--- config.mk ---
export PLATFORM = sky130hd
export DESIGN_NAME = soma_sched
export DESIGN_NICKNAME = d
export VERILOG_FILES = /design/src/rtl/soma_sched.sv
export SDC_FILE = /design/constraint.sdc
export NUM_CORES = 1
export LEC_CHECK = 0
export BUFFER_PORTS_ARGS = -buffer_cell sky130_fd_sc_hd__buf_2
export CAP_MARGIN = 10
export CORE_MARGIN = 3
export CORE_UTILIZATION = 56
export CTS_CLUSTER_DIAMETER = 200
export DETAILED_ROUTE_END_ITERATION = 12
export GPL_ROUTABILITY_DRIVEN = 0
export GPL_TIMING_DRIVEN = 1
export PLACE_DENSITY = 0.85
export SYNTH_ARGS = -nofsm -noshare
export SYNTH_HDL_FRONTEND = slang
export SYNTH_SLANG_ARGS = --single-unit
--- constraint.sdc ---
create_clock -name clk_soma -period 7.8 [get_ports clk_soma]
set_clock_uncertainty 0.15 [all_clocks]
set_input_delay 1.17 -clock clk_soma [delete_from_list [all_inputs] [get_ports clk_soma]]
set_output_delay 1.17 -clock clk_soma [all_outputs]
set_load 0.01 [all_outputs]
--- src/rtl/soma_sched.sv ---
// rtl/soma_sched.sv - timestep sequencer for the soma Vm datapath
//
// Sweeps neurons 0..N-1 through the soma update pipeline once per requested
// tick, collects fire results into a small first-word-fall-through spike FIFO,
// runs clear sweeps that zero every Vm entry, and slots host Vm accesses in
// while the sweeper is idle.
//
// Ports
//   clk_soma, rst_n                 clock, asynchronous active-low reset
//   cfg_enable                      sweeps may start only while high
//   cfg_neuron_num                  neurons per sweep (0 = empty sweep)
//   tick_start, clear_start         request pulses (update / clear sweep)
//   soma_vld, soma_vm_addr          neuron issue to the soma pipeline
//   soma_clear                      issue is a clear, not an update
//   soma_fire                       fire result, one cycle after soma_vld
//   host_we, host_re                host request, held until host_gnt
//   host_addr, host_wdata           host address / write data
//   host_gnt                        host request accepted this cycle
//   host_rvalid                     soma read port data valid
//   soma_vm_we, soma_vm_re          host path strobes to soma Vm
//   soma_vm_waddr, soma_vm_raddr    host path addresses to soma Vm
//   soma_vm_wdata                   host path write data to soma Vm
//   spk_valid, spk_addr, spk_ready  spike FIFO head / consumer handshake
//   scan_busy                       sequencer not idle
//   sweep_done                      one-cycle pulse at end of sweep
//   stat_fire_cnt                   fires in last completed update sweep
//
// Build option: SOMA_SCHED_STAT_EN includes the per-sweep fire counter;
// without it stat_fire_cnt is tied to 0.

module soma_sched #(
  parameter int NNW   = 12,
  parameter int VW    = 20,
  parameter int DEPTH = 4
) (
  input  logic           clk_soma,
  input  logic           rst_n,
  input  logic           cfg_enable,
  input  logic [NNW-1:0] cfg_neuron_num,
  input  logic           tick_start,
  input  logic           clear_start,
  output logic           soma_vld,
  output logic [NNW-1:0] soma_vm_addr,
  output logic           soma_clear,
  input  logic           soma_fire,
  input  logic           host_we,
  input  logic           host_re,
  input  logic [NNW-1:0] host_addr,
  input  logic [VW-1:0]  host_wdata,
  output logic           host_gnt,
  output logic           host_rvalid,
  output logic           soma_vm_we,
  output logic           soma_vm_re,
  output logic [NNW-1:0] soma_vm_waddr,
  output logic [NNW-1:0] soma_vm_raddr,
  output logic [VW-1:0]  soma_vm_wdata,
  output logic           spk_valid,
  output logic [NNW-1:0] spk_addr,
  input  logic           spk_ready,
  output logic           scan_busy,
  output logic           sweep_done,
  output logic [NNW:0]   stat_fire_cnt
);

  localparam int AW = $clog2(DEPTH);
  localparam int CW = AW + 1;

  localparam logic [CW-1:0]  CNT_ONE   = CW'(1);
  localparam logic [CW-1:0]  FULL_LVL  = CW'(DEPTH);
  localparam logic [CW-1:0]  STALL_LVL = CW'(DEPTH - 1);
  localparam logic [NNW-1:0] ADDR_ONE  = NNW'(1);
  localparam logic [AW-1:0]  PTR_ONE   = AW'(1);

  typedef enum logic [1:0] {
    IDLE  = 2'd0,
    SCAN  = 2'd1,
    DRAIN = 2'd2,
    DONE  = 2'd3
  } state_t;

  state_t         state;
  logic           pend_tick;
  logic           pend_clear;
  logic           sweep_clr;
  logic [NNW-1:0] addr;
  logic [NNW-1:0] n_lat;

  logic           vld_dly;
  logic           clear_dly;
  logic [NNW-1:0] addr_dly;

  logic [NNW-1:0] mem [DEPTH];
  logic [AW-1:0]  wptr;
  logic [AW-1:0]  rptr;
  logic [CW-1:0]  fifo_count;

  logic start;
  logic issue;
  logic drain_exit;
  logic fifo_empty;
  logic fifo_full;
  logic push;
  logic wr_en;
  logic pop;
  logic host_ok;

  // ---------------------------------------------------------------------------
  // Sweep control
  // ---------------------------------------------------------------------------
  assign start = (state == IDLE) && (pend_tick || pend_clear) && cfg_enable;

  // Stall keeps one FIFO slot free for the result already in flight, so a
  // fire can never arrive at a full FIFO even when every neuron fires.
  assign issue = (state == SCAN) && (n_lat != '0) && (fifo_count < STALL_LVL);

  assign drain_exit = (state == DRAIN) && !vld_dly && fifo_empty;

  assign soma_vld     = issue;
  assign soma_vm_addr = addr;
  assign soma_clear   = sweep_clr;

  always_ff @(posedge clk_soma or negedge rst_n) begin
    if (!rst_n) begin
      state      <= IDLE;
      pend_tick  <= 1'b0;
      pend_clear <= 1'b0;
      sweep_clr  <= 1'b0;
      addr       <= '0;
      n_lat      <= '0;
      scan_busy  <= 1'b0;
      sweep_done <= 1'b0;
    end else begin
      sweep_done <= 1'b0;
      case (state)
        IDLE: begin
          if (start) begin
            state     <= SCAN;
            scan_busy <= 1'b1;
            addr      <= '0;
            n_lat     <= cfg_neuron_num;
            sweep_clr <= pend_clear;
            // A pending clear runs first; a pending tick waits for the next sweep.
            if (pend_clear) pend_clear <= 1'b0;
            else            pend_tick  <= 1'b0;
          end
        end
        SCAN: begin
          if (n_lat == '0) begin
            state <= DRAIN;
          end else if (issue) begin
            if (addr == n_lat - ADDR_ONE) state <= DRAIN;
            else                          addr  <= addr + ADDR_ONE;
          end
        end
        DRAIN: begin
          if (drain_exit) begin
            state      <= DONE;
            sweep_done <= 1'b1;
          end
        end
        DONE: begin
          state     <= IDLE;
          scan_busy <= 1'b0;
          sweep_clr <= 1'b0;
          addr      <= '0;
        end
        default: begin
          state     <= IDLE;
          scan_busy <= 1'b0;
        end
      endcase
      // Placed last so a request arriving on the cycle its flag is consumed
      // still registers as a new pending sweep.
      if (tick_start)  pend_tick  <= 1'b1;
      if (clear_start) pend_clear <= 1'b1;
    end
  end

  // ---------------------------------------------------------------------------
  // Fire capture, aligned with the soma's one-cycle result latency
  // ---------------------------------------------------------------------------
  always_ff @(posedge clk_soma or negedge rst_n) begin
    if (!rst_n) begin
      vld_dly   <= 1'b0;
      clear_dly <= 1'b0;
      addr_dly  <= '0;
    end else begin
      vld_dly   <= issue;
      clear_dly <= sweep_clr;
      addr_dly  <= addr;
    end
  end

  assign push = vld_dly && !clear_dly && soma_fire;

  // ---------------------------------------------------------------------------
  // Spike FIFO (first-word fall-through)
  // ---------------------------------------------------------------------------
  assign fifo_empty = (fifo_count == '0);
  assign fifo_full  = (fifo_count == FULL_LVL);
  assign spk_valid  = !fifo_empty;
  assign spk_addr   = fifo_empty ? '0 : mem[rptr];
  assign pop        = spk_valid && spk_ready;
  assign wr_en      = push && (!fifo_full || pop);

  always_ff @(posedge clk_soma) begin
    if (wr_en) mem[wptr] <= addr_dly;
  end

  always_ff @(posedge clk_soma or negedge rst_n) begin
    if (!rst_n) begin
      wptr       <= '0;
      rptr       <= '0;
      fifo_count <= '0;
    end else begin
      if (wr_en) wptr <= wptr + PTR_ONE;
      if (pop)   rptr <= rptr + PTR_ONE;
      case ({wr_en, pop})
        2'b10:   fifo_count <= fifo_count + CNT_ONE;
        2'b01:   fifo_count <= fifo_count - CNT_ONE;
        default: fifo_count <= fifo_count;
      endcase
    end
  end

  // ---------------------------------------------------------------------------
  // Host access: only while the sweeper is idle and no sweep is launching, so
  // host reads never meet soma_vld and host writes never meet a result cycle.
  // ---------------------------------------------------------------------------
  assign host_ok       = (state == IDLE) && !vld_dly && !start;
  assign host_gnt      = host_ok && (host_we || host_re);
  assign soma_vm_we    = host_ok && host_we;
  assign soma_vm_re    = host_ok && host_re && !host_we;
  assign soma_vm_waddr = soma_vm_we ? host_addr  : '0;
  assign soma_vm_wdata = soma_vm_we ? host_wdata : '0;
  assign soma_vm_raddr = soma_vm_re ? host_addr  : '0;

  always_ff @(posedge clk_soma or negedge rst_n) begin
    if (!rst_n) host_rvalid <= 1'b0;
    else        host_rvalid <= soma_vm_re;
  end

  // ---------------------------------------------------------------------------
  // Fire statistics
  // ---------------------------------------------------------------------------
`ifdef SOMA_SCHED_STAT_EN
  localparam logic [NNW:0] ACC_ONE = (NNW + 1)'(1);

  logic [NNW:0] fire_acc;
  logic [NNW:0] stat_q;

  always_ff @(posedge clk_soma or negedge rst_n) begin
    if (!rst_n) begin
      fire_acc <= '0;
      stat_q   <= '0;
    end else begin
      if (start)                             fire_acc <= '0;
      else if (wr_en && (fire_acc != '1))    fire_acc <= fire_acc + ACC_ONE;
      // Published together with sweep_done; clear sweeps leave the last value.
      if (drain_exit && !sweep_clr)          stat_q   <= fire_acc;
    end
  end

  assign stat_fire_cnt = stat_q;
`else
  assign stat_fire_cnt = '0;
`endif

endmodule
==> results.sh <==
export IMPL_synth_seq_area_share_pct=54.9
export IMPL_post_cts_buffers=0
export IMPL_first_iter_violations=184
export IMPL_grt_max_degree=54
export IMPL_fill_cells=619
export IMPL_worstPathRequired_ps=6480
export IMPL_num_antenna_cells=0
export IMPL_cts_tree="built"
export IMPL_cp_depth=7
export IMPL_crit_type="primary input to output port"
export IMPL_synth_top_area_share_pct=28.6
export IMPL_die_h_um=101
export IMPL_drc=0
export IMPL_timing_setup_tns_ps=0
export IMPL_cts_root_buffer="clkbuf_8"
export IMPL_hp_start="soma_clear"
export IMPL_worstSkewPairLatency_ps=370
export IMPL_p_per_area_nw_per_um2=310
export IMPL_hp_class="register to register"
export IMPL_worstPathMaxFanout=33
export IMPL_hpwl_um=8190
export IMPL_finalWorstSetupSlack_ps=3520
export IMPL_setup_worst_path_end_class="output port"
export IMPL_synthMostInstantiatedCell="and2_1"
export IMPL_final_area_um2=5900
export IMPL_firstDrtPassIters=5
export IMPL_place_ws_ps=3230
export IMPL_antenna_found_initial=0
export IMPL_detail_route_antenna_nets=0
export IMPL_start_util_pct=59.6
export IMPL_crit_slowest_cell="nor3b_4"
export IMPL_period_needed_ps=4280
export IMPL_ys_types=62
export IMPL_grt_pass1_vias=3418
export IMPL_port_buffers=129
export IMPL_clock_sinks=101
export IMPL_max_stage_delay_ps=760
export IMPL_drive_gt1_share_pct=33.4
export IMPL_cts_resized=0
export IMPL_maxCapViolCount=0
export IMPL_grt_pass1_wl_um=17100
export IMPL_cp_arrival_ps=2960
export IMPL_syn_area_per_cell_um2=12.5
export IMPL_placed_area_um2=5710
export IMPL_r2r_start="n_lat[0]"
export IMPL_hold_buffers=0
export IMPL_whs_path_depth=0
export IMPL_viasPerCell=5.48
export IMPL_yosys_warnings=0
export IMPL_synthTopCellsByArea="edfxtp_1, dfrtp_1, and2_1"
export IMPL_coreArea_um2=8460
export IMPL_cp_cell_sequence="buf_2, o211ai_1, buf_4, nand2_1, nor3b_4, and2_1, buf_2"
export IMPL_fin_nets=593
export IMPL_p_leak_nw=2.63
export IMPL_ys_flop_type="dfrtp_1"
export IMPL_yosysTopAreaCell="edfxtp_1"
export IMPL_setup_viol=0
export IMPL_power_total_mw=1.83
export IMPL_synthArstFlopShare_pct=52.5
export IMPL_syn_inst=402
export IMPL_mappedNetlistArea_um2=5040
export IMPL_htree_levels=3
export IMPL_clock_path_buffers=2
export IMPL_boundaryPins=143
export IMPL_die_w_um=101
export IMPL_grt_setup_unrepaired="no"
export IMPL_cpMostUsedCell="buf_2"
export IMPL_maxSlewViolCount=0
export IMPL_area_growth_pct=16.9
export IMPL_grt_ovfl_total=0
export IMPL_cp_startpoint="cfg_enable"
export IMPL_path_buf_inv=3
export IMPL_synth_ff_latch_count=101
export IMPL_ir_worst_vdd_mv=0.190
export IMPL_max_slew_worst_pin_slew_ps=840
export IMPL_synth_edf_count=48
export IMPL_max_freq_mhz=234
export IMPL_r2r_cells=9
export IMPL_cts_clk_slew_worst_paths_ps=90
export IMPL_finalWirelength_um=10700
export IMPL_via_count=3499
export IMPL_hold_viol_final=0
export IMPL_max_slew_margin_pct=43.9
export IMPL_post_drt_wl_per_cell_um=16.7
export IMPL_die_area_um2=10200
export IMPL_grt_usage_pct=21.8
export IMPL_cp_top_family="simple AND/OR/NAND/NOR gates"
export IMPL_min_period_over_period_pct=54.9
export IMPL_worst_setup_path_start_kind="primary input"
export IMPL_synth_common_cells="and2_1, dfrtp_1, edfxtp_1"
export IMPL_num_rows=33
export IMPL_status="completed"
export IMPL_cts_made_buffers=9
[placed cells by master (no fill, tap or decap), types with 4 or more instances in the layout]
cell type / synthesis / final
dfrtp_1: 53 / 53
nand4_1: 4 / 4
mux4_2: 12 / 12
xnor2_1: 13 / 13
nand2b_1: 6 / 6
xor2_1: 7 / 7
o21ai_1: 6 / 6
a21o_1: 4 / 4
edfxtp_1: 48 / 48
a21oi_1: 12 / 12
o21ai_0: 8 / 8
conb_1: 1 / 13
and3_1: 4 / 4
and2_1: 64 / 64
ha_1: 11 / 11
buf_2: 1 / 129
inv_1: 11 / 11
nand2_1: 13 / 13
nand3_1: 9 / 9
nor2_1: 14 / 14
nor3_1: 4 / 4
or3_1: 8 / 8
mux2_2: 12 / 12
clkbuf_8: 0 / 9
[sequential cells by signal, summed over array words and instances (netlist names), 2 cells and up]
name and count:
addr_dly 12, fifo_count 3, mem 48, n_lat 12, rptr 2, soma_vm_addr 12, state 2, wptr 2
[layout make-up]
class                      count  area (um2)  area share, %
clock buffer                  10         128           2.16
clock inverter                 6        53.8          0.913
inverter                      11        41.3          0.700
multi-input combinational    273        2110           35.7
sequential                   101        2770           46.9
tap                          105         131           2.23
timing repair buffer         132         668           11.3
[layer usage]
metal  global-route usage (%)  vias up  share of wire [%]
li1                         -     1676                  -
met1                     29.0     1708                 41
met2                     36.3      104                 53
met3                     5.33       11                5.6
met4                     5.62        0                1.0
met5                        0        -                  0
[path summary, 6_finish.rpt]
check	slack [ps]	to
worst max-delay path	3520	soma_vm_waddr[4]
worst min-delay path	310	clear_dly
worst max register to register	4820	soma_vm_addr[5]
worst min register to register	310	clear_dly
max in group asynchronous	6300	addr_dly[8]
min in group asynchronous	760	host_rvalid
[stage by stage]
step | instances | hold WS [ps] | util (%)
after global placement | 622 | 275 | 67.4
final | 638 | 311 | 69.7
after detailed placement | 622 | 291 | 67.4
after CTS | 638 | 315 | 69.6
after floorplan | 414 | 284 | -
after global routing | 638 | 326 | 69.7
[power by group]
group | total [mW] | internal (mW) | switching [mW]
registers | 0.782 | 0.650 | 0.132
logic | 0.744 | 0.359 | 0.385
clock network | 0.304 | 0.122 | 0.182
[cell families after synthesis]
| logic type | share of synthesized area [%] |
|---|---|
| other | 0.0744 |
| XOR/XNOR | 3.47 |
| multiplexers | 8.93 |
| adder cells (fa/ha/maj) | 3.13 |
| AO/OA/AOI/OAI | 7.35 |
| AND/OR/NAND/NOR | 17.7 |
| buffers and inverters | 4.47 |
| flip-flops | 54.9 |
(Power assumes the default switching activity.)
